### src/rtl/apb_rr_scheduler.sv
// Round-robin sequencer that shares one APB master port among NUM_REQ requesters.
// Optional APB_TIMEOUT_EN: abort an ACCESS phase after TIMEOUT_CYCLES cycles without pready_i.
module apb_rr_scheduler #(
  parameter int NUM_REQ        = 4,
  parameter int ADDR_W         = 32,
  parameter int DATA_W         = 32,
  parameter int TIMEOUT_CYCLES = 16
) (
  input  logic                      clk,
  input  logic                      reset,
  input  logic [NUM_REQ-1:0]        req_valid_i,
  input  logic [NUM_REQ-1:0]        req_write_i,
  input  logic [NUM_REQ*ADDR_W-1:0] req_addr_i,
  input  logic [NUM_REQ*DATA_W-1:0] req_wdata_i,
  output logic [NUM_REQ-1:0]        req_done_o,
  output logic [DATA_W-1:0]         rsp_rdata_o,
  output logic                      rsp_err_o,
  output logic                      psel_o,
  output logic                      penable_o,
  output logic                      pwrite_o,
  output logic [ADDR_W-1:0]         paddr_o,
  output logic [DATA_W-1:0]         pwdata_o,
  input  logic                      pready_i,
  input  logic [DATA_W-1:0]         prdata_i
);

  localparam int IDX_W = $clog2(NUM_REQ);
  localparam int TMO_W = $clog2(TIMEOUT_CYCLES + 1);

`ifdef APB_TIMEOUT_EN
  localparam bit TMO_EN = 1'b1;
`else
  localparam bit TMO_EN = 1'b0;
`endif

  typedef enum logic [1:0] {
    IDLE,
    SETUP,
    ACCESS
  } state_t;

  state_t             state_q, state_d;
  logic [IDX_W-1:0]   ptr_q, ptr_d;
  logic [IDX_W-1:0]   idx_q, idx_d;
  logic [TMO_W-1:0]   tmo_cnt_q, tmo_cnt_d;

  logic               psel_d, penable_d, pwrite_d, err_d;
  logic [ADDR_W-1:0]  paddr_d;
  logic [DATA_W-1:0]  pwdata_d, rdata_d;
  logic [NUM_REQ-1:0] done_d;

  logic [ADDR_W-1:0]  addr_arr  [NUM_REQ];
  logic [DATA_W-1:0]  wdata_arr [NUM_REQ];

  for (genvar k = 0; k < NUM_REQ; k++) begin : g_unpack
    assign addr_arr[k]  = req_addr_i[k*ADDR_W +: ADDR_W];
    assign wdata_arr[k] = req_wdata_i[k*DATA_W +: DATA_W];
  end

  // A requester being completed this cycle must not win the next grant.
  logic [NUM_REQ-1:0] eligible;
  logic               grant_found;
  logic [IDX_W-1:0]   grant_idx;
  logic [IDX_W-1:0]   cand;

  always_comb begin
    eligible    = req_valid_i & ~req_done_o;
    grant_found = 1'b0;
    grant_idx   = '0;
    cand        = '0;
    for (int i = 1; i <= NUM_REQ; i++) begin
      cand = IDX_W'((int'(ptr_q) + i) % NUM_REQ);
      if (!grant_found && eligible[cand]) begin
        grant_found = 1'b1;
        grant_idx   = cand;
      end
    end
  end

  always_comb begin
    // NOTE: every signal gets a default up front so no path leaves it unassigned (no latches).
    state_d   = state_q;
    ptr_d     = ptr_q;
    idx_d     = idx_q;
    tmo_cnt_d = tmo_cnt_q;
    psel_d    = psel_o;
    penable_d = penable_o;
    pwrite_d  = pwrite_o;
    paddr_d   = paddr_o;
    pwdata_d  = pwdata_o;
    done_d    = '0;
    rdata_d   = '0;
    err_d     = 1'b0;

    unique case (state_q)
      IDLE: begin
        if (grant_found) begin
          state_d   = SETUP;
          ptr_d     = grant_idx;
          idx_d     = grant_idx;
          psel_d    = 1'b1;
          penable_d = 1'b0;
          pwrite_d  = req_write_i[grant_idx];
          paddr_d   = addr_arr[grant_idx];
          pwdata_d  = wdata_arr[grant_idx];
        end
      end

      SETUP: begin
        state_d   = ACCESS;
        penable_d = 1'b1;
        tmo_cnt_d = '0;
      end

      ACCESS: begin
        if (pready_i || (TMO_EN && tmo_cnt_q == TMO_W'(TIMEOUT_CYCLES - 1))) begin
          state_d         = IDLE;
          done_d[idx_q]   = 1'b1;
          err_d           = !pready_i;
          rdata_d         = (pready_i && !pwrite_o) ? prdata_i : '0;
          psel_d          = 1'b0;
          penable_d       = 1'b0;
          pwrite_d        = 1'b0;
          paddr_d         = '0;
          pwdata_d        = '0;
        end else begin
          tmo_cnt_d = tmo_cnt_q + 1'b1;
        end
      end

      default: state_d = IDLE;
    endcase
  end

  // Reset also discards an in-flight command and re-arms the pointer so requester 0 wins first.
  always_ff @(posedge clk or posedge reset) begin
    if (reset) begin
      state_q     <= IDLE;
      ptr_q       <= IDX_W'(NUM_REQ - 1);
      idx_q       <= '0;
      tmo_cnt_q   <= '0;
      psel_o      <= 1'b0;
      penable_o   <= 1'b0;
      pwrite_o    <= 1'b0;
      paddr_o     <= '0;
      pwdata_o    <= '0;
      req_done_o  <= '0;
      rsp_rdata_o <= '0;
      rsp_err_o   <= 1'b0;
    end else begin
      // NOTE: non-blocking so every register samples the pre-edge values computed above.
      state_q     <= state_d;
      ptr_q       <= ptr_d;
      idx_q       <= idx_d;
      tmo_cnt_q   <= tmo_cnt_d;
      psel_o      <= psel_d;
      penable_o   <= penable_d;
      pwrite_o    <= pwrite_d;
      paddr_o     <= paddr_d;
      pwdata_o    <= pwdata_d;
      req_done_o  <= done_d;
      rsp_rdata_o <= rdata_d;
      rsp_err_o   <= err_d;
    end
  end

endmodule
### config.mk
export PLATFORM = sky130hd
export DESIGN_NAME = apb_rr_scheduler
export DESIGN_NICKNAME = d
export VERILOG_FILES = /design/src/rtl/apb_rr_scheduler.sv
export SDC_FILE = /design/constraint.sdc
export NUM_CORES = 1
export LEC_CHECK = 0
export ABC_AREA = 1
export CAP_MARGIN = 20
export CORE_AREA = 2 2 155 157
export CTS_BUF_LIST = sky130_fd_sc_hd__clkbuf_8
export DETAILED_ROUTE_END_ITERATION = 6
export DIE_AREA = 0 0 157 159
export PLACE_DENSITY = 0.63
export SLEW_MARGIN = 10
export SYNTH_ARGS = -nofsm -noshare
export SYNTH_HDL_FRONTEND = slang
export SYNTH_SLANG_ARGS = --single-unit
### constraint.sdc
create_clock -name clk -period 3.9 [get_ports clk]
set_input_delay 0.39 -clock clk [delete_from_list [all_inputs] [get_ports clk]]
set_output_delay 0.39 -clock clk [all_outputs]
set_load 0.01 [all_outputs]
==> key figures <==
STA
  – Final Setup Violations: 0
  – Worst-margin pin slew: ~0.9 ns
  – Post-layout min period: roughly 3.3 ns
  – Final worst slack: between 0.5 and 0.6 ns
  – Final Hold Viols: 0
  – Unrepaired setup endpoints after global routing: no
  – Max Clock Skew: 0.0240 ns
  – Max Clk Rate: about 300 MHz
  – Min Hold Slack: 0.386 ns
  – Setup TNS: 0 ns
  – Final Cycle Share: between 80% and 90%
  – Max-slew headroom: between 40% and 50%
  – Slew Limit Fails: 0

Detailed routing
  – DRT Wirelength: a little under 30000 µm
  – Final ANT Viol Nets: 0
  – Initial DRC Count: 770
  – Wire length per cell: about 18 µm
  – DRT Pass-1 Iters: 6
  – Vias per cell: roughly 5.1
  – DRC viols: 0
  – Vias: between 8000 and 9000

Synthesis
  – Yosys reg bits: approximately 110
  – Post-synth EDFFs: 0
  – Synth Flop Type: dfrtp_1
  – Synthesized area: 0.00669 mm²
  – Sequential element share of the synthesized area: 40.8%
  – Synth area leader: dfrtp_1
  – Gate count after technology mapping: roughly 940
  – Ys Warns: 0
  – Cell variety after synth: 26
  – Syn nets: 1240
  – Synth top area share: about two fifths
  – Syn_area_per_cell: 7.11 µm²
  – Share of flip-flops with an asynchronous set or reset: 100%
  – Area contributors post-synth: dfrtp_1, nand2_1, nand3_1

Global routing
  – Initial antenna violation count: 3
  – Total grt overflow: 0
  – Vias in the first global route: a little under 8000
  – GRT Util Overall: between 20% and 30%
  – Largest net degree at the start of global routing: roughly 130
  – First-pass GRT wire length: 44000 µm

Floorplanning
  – Die W: 157 µm
  – Die height: between 150 and 200 µm
  – Io pins: 403
  – Die area: about 0.025 mm²
  – Core area: ~0.023 mm²
  – Initial Util: roughly 29%
  – Rows: 56

Layout
  – Multi-input logic area: roughly 0.0034 mm²
  – Nets: 1575
  – Fill count: about 2300
  – Synth-to-Final Area Change: 65.0%
  – Storage cell area: roughly 0.0027 mm²
  – Layout cell share with drive strength beyond 1: ~4%
  – Finished Cell Area: approximately 0.011 mm²
  – Final Core Density: a little under half

Placement
  – DP HPWL: about 20000 µm
  – Placed Instance Area: 0.0108 mm²
  – Setup WS pre-CTS: ~0.54 ns
  – Final Wtd Congestion: 0.858
  – Port bufs: approximately 400

Setup path
  – Worst Path Class, Setup: flip-flop to flip-flop
  – Worst setup EP type: flip-flop
  – Crit path max-delay family: buffers and inverters
  – Slowest-stage cell, CP: buf_4
  – Worst EP required: between 4 and 5 ns
  – Reg2Reg Setup Slack: 0.59 ns
  – Crit-path max cell delay: around 0.7 ns
  – CP cell instances: inv_4, nand3_1, nand3_1, nand2_1, nand2_1, nand3_4, buf_4, buf_4, nand4_1, nand3_1, nand3_1, nand2_1
  – Most used cell, CP: nand3_1
  – Worst path bufs/invs: 3
  – CP max FO: 69
  – Critical Path AT: around 3.7 ns
  – Critical Path Source Type: flip-flop

Clocking
  – Post-CTS Setup Inserts: 0
  – Total CTS buffers: 9
  – H-tree levels: 3
  – TritonCTS clock tree: yes
  – Clock Tree Buf Depth: 2
  – Hold bufs inserted after CTS: 0
  – CTS root buffer: clkbuf_8
  – Clk_lat worst skew: 0.41 ns
  – CTS resizes: 0
  – Clock transition at path regs: between 0.1 and 0.15 ns
  – Clock sinks: 109

Outcome
  – Status: complete, no violations

Job
  – Max_cap viols: 0

Pwr
  – PwrDens: around 900 mW/mm²
  – P_leak: 4.81 nW
  – Worst IR Drop VDD: ~0.00065 V

Hold path
  – Hold Path Class: primary input to asynchronous set/reset pin
per-stage QoR:
step           power, W  instances
2_1_floorplan   0.00688        941
3_3_place_gp    0.00913       1584
3_5_place_dp    0.00920       1584
4_1_cts          0.0100       1600
5_1_grt          0.0109       1600
6_report        0.00989       1601
layout make-up:
type	count	share of cell area, %
diodes	1	0.0227
clock buffers	9	1.12
clock inverters	7	0.896
inverters	16	0.590
multi-input cells	723	31.1
flip-flops and latches	109	24.7
well taps	319	3.62
repair buffers	417	37.9
layer usage:
layer  track usage (%)  up-vias  share of wire (%)
li1                  -     3912                  -
met1              27.2     3749                 39
met2              37.6      391                 47
met3              7.35       55                 10
met4              8.05        4                3.0
met5                 0        -              0.098
sequential cells by signal, summed over array words and instances, names as in the netlist:
name	flops
paddr_o	32
pwdata_o	32
rsp_rdata_o	32
req_done_o	4
idx_q	2
ptr_q	2
state_q	2
penable_o	1
psel_o	1
pwrite_o	1
synth_stat cells (2+ instances only):
| cell | number |
|---|---|
| o21ai_1 | 2 |
| nand2_2 | 4 |
| inv_2 | 3 |
| dfrtp_1 | 107 |
| a21oi_1 | 2 |
| nor4_1 | 4 |
| nand3_1 | 213 |
| inv_1 | 12 |
| buf_4 | 20 |
| buf_6 | 6 |
| nand4_1 | 131 |
| dfstp_2 | 2 |
| buf_2 | 36 |
| nand3_2 | 2 |
| nor2_1 | 34 |
| buf_1 | 7 |
| o21ai_0 | 7 |
| nand2_1 | 318 |
| clkbuf_1 | 24 |
cells in the final DEF, fill, tap and decap left out, drive strengths merged:
master / instances
o21ai: 9
conb: 1
buf: 16
clkbuf: 9
nor4: 4
dfrtp: 107
nand4: 132
clkdlybuf4s50: 401
nand2: 322
diode: 1
inv: 21
dfstp: 2
or2: 1
and2: 1
nor2: 35
clkinv: 2
a21oi: 3
nand3: 215
cells by family (layout without fill, tap and decap cells):
kind of cell / after synthesis / count (layout) / share of synthesized area (%)
other: 1 / 2 / 0.0561
buffers and inverters: 109 / 449 / 8.62
AOI/OAI and AO/OA: 12 / 12 / 0.954
and+or+nand+nor: 710 / 710 / 49.5
DFF: 109 / 109 / 40.8
power breakdown:
part | internal (W) | switching [W]
registers | 0.00159 | 0.000246
clock network | 0.000274 | 0.000510
logic | 0.00267 | 0.00460
total | 0.00453 | 0.00536
final timing paths:
check / from / to / cells past startpoint
setup / recovery: ptr_q[0]$_DFFE_PP1P_ / paddr_o[26]$_DFFE_PP0P_ / 12
hold / removal: reset / rsp_rdata_o[22]$_DFF_PP0_ / 2
setup reg to reg: ptr_q[0]$_DFFE_PP1P_ / paddr_o[26]$_DFFE_PP0P_ / 12
hold reg to reg: paddr_o[26]$_DFFE_PP0P_ / paddr_o[26]$_DFFE_PP0P_ / 2
max in group asynchronous: reset / pwdata_o[19]$_DFFE_PP0P_ / 3
min in group clk: prdata_i[24] / rsp_rdata_o[24]$_DFF_PP0_ / 3
Note: power is estimated with default switching activity, not from simulation.
